==> config.mk <==
export PLATFORM = sky130hd
export DESIGN_NAME = cnt_monitor
export DESIGN_NICKNAME = d
export VERILOG_FILES = /design/src/rtl/cnt_monitor.sv
export SDC_FILE = /design/constraint.sdc
export NUM_CORES = 1
export LEC_CHECK = 0
export ABC_AREA = 1
export CAP_MARGIN = 20
export CORE_MARGIN = 10
export CORE_UTILIZATION = 26
export DETAILED_ROUTE_END_ITERATION = 7
export MAX_ROUTING_LAYER = met4
export SLEW_MARGIN = 20
export SYNTH_ARGS = -nofsm -noshare
export SYNTH_HDL_FRONTEND = slang
export SYNTH_SLANG_ARGS = --single-unit
==> constraint.sdc <==
create_clock -name clk -period 3 [get_ports clk]
set_input_delay 0.9 -clock clk [delete_from_list [all_inputs] [get_ports clk]]
set_output_delay 0.9 -clock clk [all_outputs]
set_load 0.03 [all_outputs]
==> src/rtl/cnt_monitor.sv <==
// cnt_monitor: passive checker for an up-counter interface.
//
// Samples the monitored counter's enable and count value on every rising clock edge,
// predicts the value the counter must show at the following edge, and flags any step
// that breaks the counting rule:
//   clear -> 0, enabled -> +1 (mod 2^N), disabled -> hold.
// The enable sampled at one edge governs the count observed at the next edge.
//
// Parameters
//   N       counter width in bits (2..16)
//   ERR_W   width of the saturating error counter
//   RESYNC  consecutive correct steps needed to regain lock (1..15)
//
// Ports
//   clk      in   rising-edge clock shared with the monitored counter
//   clr_n    in   synchronous active-low clear, same signal that clears the counter
//   ena      in   enable seen by the monitored counter
//   cnt      in   count value of the monitored counter
//   exp_cnt  out  value expected at the next sampling edge
//   locked   out  high while tracking with no unresolved error
//   err      out  one-cycle pulse per detected error
//   wrap     out  one-cycle pulse on a correct max-to-0 step
//   err_cnt  out  number of detected errors, saturating at all-ones
//
// All outputs are registered.

module cnt_monitor #(
    parameter int unsigned N      = 4,
    parameter int unsigned ERR_W  = 8,
    parameter int unsigned RESYNC = 4
) (
    input  logic             clk,
    input  logic             clr_n,
    input  logic             ena,
    input  logic [N-1:0]     cnt,
    output logic [N-1:0]     exp_cnt,
    output logic             locked,
    output logic             err,
    output logic             wrap,
    output logic [ERR_W-1:0] err_cnt
);

    // Monitor states
    localparam logic [1:0] StIdle  = 2'd0;  // waiting for the first post-clear sample
    localparam logic [1:0] StTrack = 2'd1;  // locked, every step is checked
    localparam logic [1:0] StLost  = 2'd2;  // re-acquiring after an error

    localparam logic [N-1:0]     CntOne    = {{(N-1){1'b0}}, 1'b1};
    localparam logic [N-1:0]     CntZero   = '0;
    localparam logic [N-1:0]     CntMax    = '1;
    localparam logic [ERR_W-1:0] ErrOne    = {{(ERR_W-1){1'b0}}, 1'b1};
    localparam logic [ERR_W-1:0] ErrMax    = '1;
    localparam logic [3:0]       RunOne    = 4'd1;
    localparam logic [3:0]       ResyncRun = 4'(RESYNC);

    // State registers
    logic [1:0]       state_q,   state_d;
    logic [N-1:0]     cnt_q,     cnt_d;
    logic             ena_q,     ena_d;
    logic [3:0]       run_q,     run_d;

    // Output registers
    logic [N-1:0]     exp_cnt_q, exp_cnt_d;
    logic             locked_q,  locked_d;
    logic             err_q,     err_d;
    logic             wrap_q,    wrap_d;
    logic [ERR_W-1:0] err_cnt_q, err_cnt_d;

    // Helpers
    logic [N-1:0]     pred;
    logic             match;
    logic [3:0]       run_inc;
    logic [ERR_W-1:0] err_cnt_inc;

    always_comb begin
        // What the counter must show now, given what it showed and was told last edge.
        pred        = ena_q ? (cnt_q + CntOne) : cnt_q;
        match       = (cnt == pred);
        run_inc     = run_q + RunOne;
        err_cnt_inc = (err_cnt_q == ErrMax) ? err_cnt_q : (err_cnt_q + ErrOne);

        // The sample pipeline reloads on every edge, whatever the state; in LOST this is
        // what rebuilds the prediction from the counter's own latest value.
        cnt_d     = cnt;
        ena_d     = ena;
        exp_cnt_d = ena ? (cnt + CntOne) : cnt;

        state_d   = state_q;
        run_d     = run_q;
        locked_d  = locked_q;
        err_d     = 1'b0;
        wrap_d    = 1'b0;
        err_cnt_d = err_cnt_q;

        case (state_q)
            StIdle: begin
                // A counter cleared by the same clr_n must read 0 on the first free edge.
                if (cnt == CntZero) begin
                    state_d  = StTrack;
                    locked_d = 1'b1;
                end else begin
                    state_d   = StLost;
                    err_d     = 1'b1;
                    err_cnt_d = err_cnt_inc;
                    run_d     = 4'd0;
                end
            end

            StTrack: begin
                if (match) begin
                    wrap_d = ena_q && (cnt_q == CntMax) && (cnt == CntZero);
                end else begin
                    state_d   = StLost;
                    err_d     = 1'b1;
                    err_cnt_d = err_cnt_inc;
                    locked_d  = 1'b0;
                    run_d     = 4'd0;
                end
            end

            StLost: begin
                // Errors are not re-reported here; a mismatch only restarts the run.
                if (match) begin
                    if (run_inc == ResyncRun) begin
                        state_d  = StTrack;
                        locked_d = 1'b1;
                        run_d    = 4'd0;
                    end else begin
                        run_d = run_inc;
                    end
                end else begin
                    run_d = 4'd0;
                end
            end

            default: begin
                // Unreachable encoding: fall back to a fresh acquisition.
                state_d  = StIdle;
                locked_d = 1'b0;
                run_d    = 4'd0;
            end
        endcase
    end

    always_ff @(posedge clk) begin
        if (!clr_n) begin
            state_q   <= StIdle;
            cnt_q     <= '0;
            ena_q     <= 1'b0;
            run_q     <= 4'd0;
            exp_cnt_q <= '0;
            locked_q  <= 1'b0;
            err_q     <= 1'b0;
            wrap_q    <= 1'b0;
            err_cnt_q <= '0;
        end else begin
            state_q   <= state_d;
            cnt_q     <= cnt_d;
            ena_q     <= ena_d;
            run_q     <= run_d;
            exp_cnt_q <= exp_cnt_d;
            locked_q  <= locked_d;
            err_q     <= err_d;
            wrap_q    <= wrap_d;
            err_cnt_q <= err_cnt_d;
        end
    end

    assign exp_cnt = exp_cnt_q;
    assign locked  = locked_q;
    assign err     = err_q;
    assign wrap    = wrap_q;
    assign err_cnt = err_cnt_q;

endmodule

# Word-level counts from Yosys, hierarchy flattened

Cells that the tools add are included.

Register bits: 26
Input port bits: 7
Logic and storage cells: 58

$add $sub $neg: 4
Equality and inequality tests: 11
Mux-type cells: 24
Reduce and logical (&&, ||, !) cells: 10

Operators with widths:

| operator                                                               | count |
|---|---|
| 4-bit 2-to-1 mux                                                       | 6 |
| 8-bit 2-to-1 mux                                                       | 3 |
| 8-bit one-hot mux with 2 select lines                                  | 1 |
| 4-bit by 1-bit adder with 4-bit output (second input constant)         | 3 |
| 4-bit one-hot mux with 3 select lines                                  | 1 |
| 2-bit != test (second input constant)                                  | 5 |
| 3-bit AND reduction                                                    | 3 |
| 8-bit by 1-bit adder with 8-bit output (second input constant)         | 1 |
| 8-bit equality test (second input constant)                            | 1 |
| 2-bit 2-to-1 mux                                                       | 4 |
| 1-bit 2-to-1 mux                                                       | 6 |
| 2-bit one-hot mux with 3 select lines                                  | 1 |
| 4-bit by 3-bit equality test with 1-bit output (second input constant) | 1 |
| 4-bit equality test                                                    | 1 |
| 4-bit equality test (second input constant)                            | 1 |
| 4-bit zero test                                                        | 1 |
| 4-bit AND reduction                                                    | 1 |
| 1-bit one-hot mux with 3 select lines                                  | 1 |
| 2-bit by 1-bit equality test with 1-bit output (second input constant) | 1 |
| 2-bit equality test (second input constant)                            | 1 |
| 1-bit logical AND                                                      | 2 |
| 2-bit zero test                                                        | 1 |
| 1-bit one-hot mux with 2 select lines                                  | 1 |
| 2-bit AND reduction                                                    | 1 |
| 2-bit nonzero test                                                     | 1 |

# Logic depth before layout (Yosys ltp)

Depth in word-level cells: 5
Gate-level depth with buffers: 12

# Worst setup path before layout

OpenSTA, ideal clock, no wires.

Kind: input -> register
Start: input cnt[0]
End: register err_cnt_q[6], in the netlist err_cnt[6]
Data arrival time: 1,848 ps
Slack: 1,082 ps
Cell stages on the path: 8
Buffers on the path: 0
Cell sequence: inv_1 > ha_1 > nand2_1 > nor2_1 > nand3_2 > nand3_4 > nand2_1 > a21oi_1

Word-level cells in the longest chain between the ends: 3
Elaborated cells on any way between the ends: 5
Classes of those cells: 3 x eq/ne; 2 x reduce/logical

Ends and longest elaborated chain:

| what                                                          | line   | RTL |
|---|---|---|
| from (decl)                                                   | 35     | `input logic [N-1:0] cnt,` |
| 4-bit equality test / 4-bit zero test (equally long branches) | 78, 98 |  |
| 2-bit != test (no source line)                                | n/a    |  |
| 3-bit AND reduction (no source line) (*)                      | n/a    |  |
| to (signal assigned)                                          | 165    | `err_cnt_q <= err_cnt_d;` |
| to (decl)                                                     | 67     | `logic [ERR_W-1:0] err_cnt_q, err_cnt_d;` |

Every way passes the cells marked *; elsewhere a longest branch is shown, timed or not.
A chain may end at the register's enable or synchronous reset.

# Worst setup path in the final report

Start: input cnt[0]
End: register err_cnt_q[4], in the netlist err_cnt[4]

Same word-level chain as after synthesis.

==> impl_metrics.env <==
export IMPL_status="completed"
export IMPL_fin_skew_ns=0.00522
export IMPL_first_pass_iters=4
export IMPL_required_ns=3.21
export IMPL_synthTopCellsByArea="dfxtp_1 36%, nand2_1 15%, inv_1 7.1%"
export IMPL_synthCells=197
export IMPL_synth_ff_type="dfxtp_1"
export IMPL_timing_fmax_mhz=421
export IMPL_postSynthAreaPerCell_um2=7.25
export IMPL_cp_max_fo=10
export IMPL_clk_pin_slew_ns=0.10
export IMPL_antenna_cells=0
export IMPL_multi_input_area_um2=781
export IMPL_end_kind="flip-flop"
export IMPL_pwr_share_seq_pct=45.5
export IMPL_ys_ff_latch=26
export IMPL_synth_common_cells="57 x nand2_1, 27 x inv_1, 26 x dfxtp_1"
export IMPL_row_count=26
export IMPL_dieArea_um2=8860
export IMPL_swShare_pct=27.6
export IMPL_grt_pass1_wl_um=5370
export IMPL_dpl_hpwl_um=2390
export IMPL_crit_reg2reg_launch="cnt_q[0]"
export IMPL_hold_path_class="flip-flop to flip-flop"
export IMPL_fin_nets=234
export IMPL_wl_um=3070
export IMPL_arrival_ns=2.58
export IMPL_ir_worst_vdd_uv=357
export IMPL_place_congestion=0.789
export IMPL_die_h_um=94.1
export IMPL_drive_gt1_share_pct=10.0
export IMPL_synth_edf_count=0
export IMPL_area_growth_pct=25.0
export IMPL_slew_violations=0
export IMPL_port_buffers=21
export IMPL_pin_count=22
export IMPL_regArea_um2=520
export IMPL_period_minus_slack_ns=2.38
export IMPL_wl_per_cell_um=10.6
export IMPL_syn_nets=210
export IMPL_crit_start="cnt[0]"
export IMPL_maxSlewHeadroom_pct=66.1
export IMPL_synthArstFlopShare_pct=0
export IMPL_cts_made_buffers=3
export IMPL_rrSetupSlack_ns=1.30
export IMPL_final_cell_count_no_fill=290
export IMPL_tightest_slew_ns=0.506
export IMPL_setup_viol=0
export IMPL_synth_top_cell_by_area="dfxtp_1"
export IMPL_routed_via_density=4.38
export IMPL_grt_usage_pct=7.48
export IMPL_hold_buffers=0
export IMPL_cts_setup_buffers=0
export IMPL_clock_sinks=26
export IMPL_p_leak_nw=0.812
export IMPL_clockBufferDepth=2
export IMPL_worstHoldStart="locked"
export IMPL_power_frac_comb_pct=18.8
export IMPL_fill_cells=572
export IMPL_critPathKind="input port to flip-flop"
export IMPL_finalSetupTns_ns=0
export IMPL_cts_resized=0
export IMPL_drt_drc_violations_left=0
export IMPL_ys_types=29
export IMPL_num_vias=1270
export IMPL_start_util_pct=27.5
export IMPL_netlist_area_leader_share_pct=36.4
export IMPL_p_int_w=0.000603
export IMPL_hold_viol=0
export IMPL_synth_most_common_cell="nand2_1"
export IMPL_ys_seq_area_share_pct=36.4
export IMPL_synth_warnings=0
export IMPL_die_w_um=94.1
export IMPL_maxCapViolCount=0
export IMPL_grt_pass1_vias=1218
export IMPL_critPathLaunchType="input port"
export IMPL_dr_first_iter_drc_count=74
export IMPL_dp_cells=286
export IMPL_cts_tree="built"
export IMPL_powerDensity_nw_per_um2=466
export IMPL_antenna_found_initial=0
export IMPL_core_um2=5200
export IMPL_clk_root_buffer_cell="clkbuf_8"
export IMPL_grt_setup_unrepaired="no"
export IMPL_overflow=0
export IMPL_drtAntennaViolNets=0
export IMPL_clk_latency_ns=0.28
export IMPL_p_switching_w=0.000230
export IMPL_h_tree_depth=1
export IMPL_grt_max_degree=16
export IMPL_p_clk_share_pct=35.7
export IMPL_fin_crit_sh_pct=79.2
export IMPL_syn_area_um2=1430
layer usage:
metal,GRT usage (%),wire length [um]
met4,1.52,0
met1,8.61,1550
met2,12.2,1360
met3,2.72,160
met5,-,0
worst paths after layout:
| path | to | depth (start not counted) |
|---|---|---|
| setup / recovery | err_cnt[4] | 9 |
| hold / removal | locked | 2 |
| setup reg to reg | err_cnt[4] | 10 |
| hold reg to reg | locked | 2 |
flip-flops by register name, summed over array words and instances, names as in the netlist:
name	count
err_cnt	8
exp_cnt	4
state_q	2
run_q	4
cnt_q	4
locked	1
ena_q	1
err	1
wrap	1
worst max-delay path, cell delays in order:
cell and delay, ns:
clkdlybuf4s50_1 0.48, inv_1 0.14, ha_1 0.16, nand2_1 0.05, nor2_1 0.18, nand3_2 0.26
nand3_4 0.21, nand2_1 0.07, a21oi_1 0.13
metrics by stage:
stage	instance area, um2	hold WS, ns	utilization [%]	worst slack (ns)	total power (W)
finish	1790	0.463	34.3	0.623	0.000832
global placement	1720	0.442	33.0	0.379	0.000543
detailed placement	1720	0.449	33.0	0.327	0.000544
CTS	1790	0.464	34.3	0.620	0.000845
global route	1790	0.490	34.3	0.416	0.000878
floorplan	1430	0.451	-	1.08	0.000490
power groups by stage:
stage | Combinational (W) | Sequential [W] | Clock, W
3_3_place_gp | 0.000157 | 0.000387 | 0
3_5_place_dp | 0.000157 | 0.000387 | 0
2_1_floorplan | 0.0000818 | 0.000408 | 0
4_1_cts | 0.000157 | 0.000379 | 0.000308
6_report | 0.000156 | 0.000379 | 0.000297
5_1_grt | 0.000173 | 0.000382 | 0.000323
cells in the final DEF (no fill, tap or decap), drive strengths merged, types with 2 or more instances in the layout:
| cell | synthesis | routed |
|---|---|---|
| nand4 | 9 | 9 |
| dfxtp | 26 | 26 |
| nand2 | 63 | 63 |
| nor4 | 2 | 2 |
| a21oi | 15 | 15 |
| o21ai | 2 | 2 |
| xor2 | 7 | 7 |
| ha | 6 | 6 |
| nor2 | 15 | 15 |
| inv | 29 | 29 |
| clkdlybuf4s50 | 0 | 21 |
| nand3 | 13 | 13 |
| clkbuf | 2 | 3 |
final cells by class:
class,count,share of cell area (%)
multi-input combinational,139,43.7
sequential,26,29.1
timing repair buffer,22,12.2
inverter,29,6.09
tap,70,4.90
clock buffer,3,2.31
clock inverter,1,1.68
cell families after synthesis:
family / share of synthesized area (%)
AND/OR/NAND/NOR: 35.6
buffers and inverters: 8.93
flip-flops: 36.4
AO/OA/AOI/OAI: 8.84
XOR/XNOR: 4.90
adder cells (fa/ha/maj): 5.25
(Power assumes the default switching activity.)
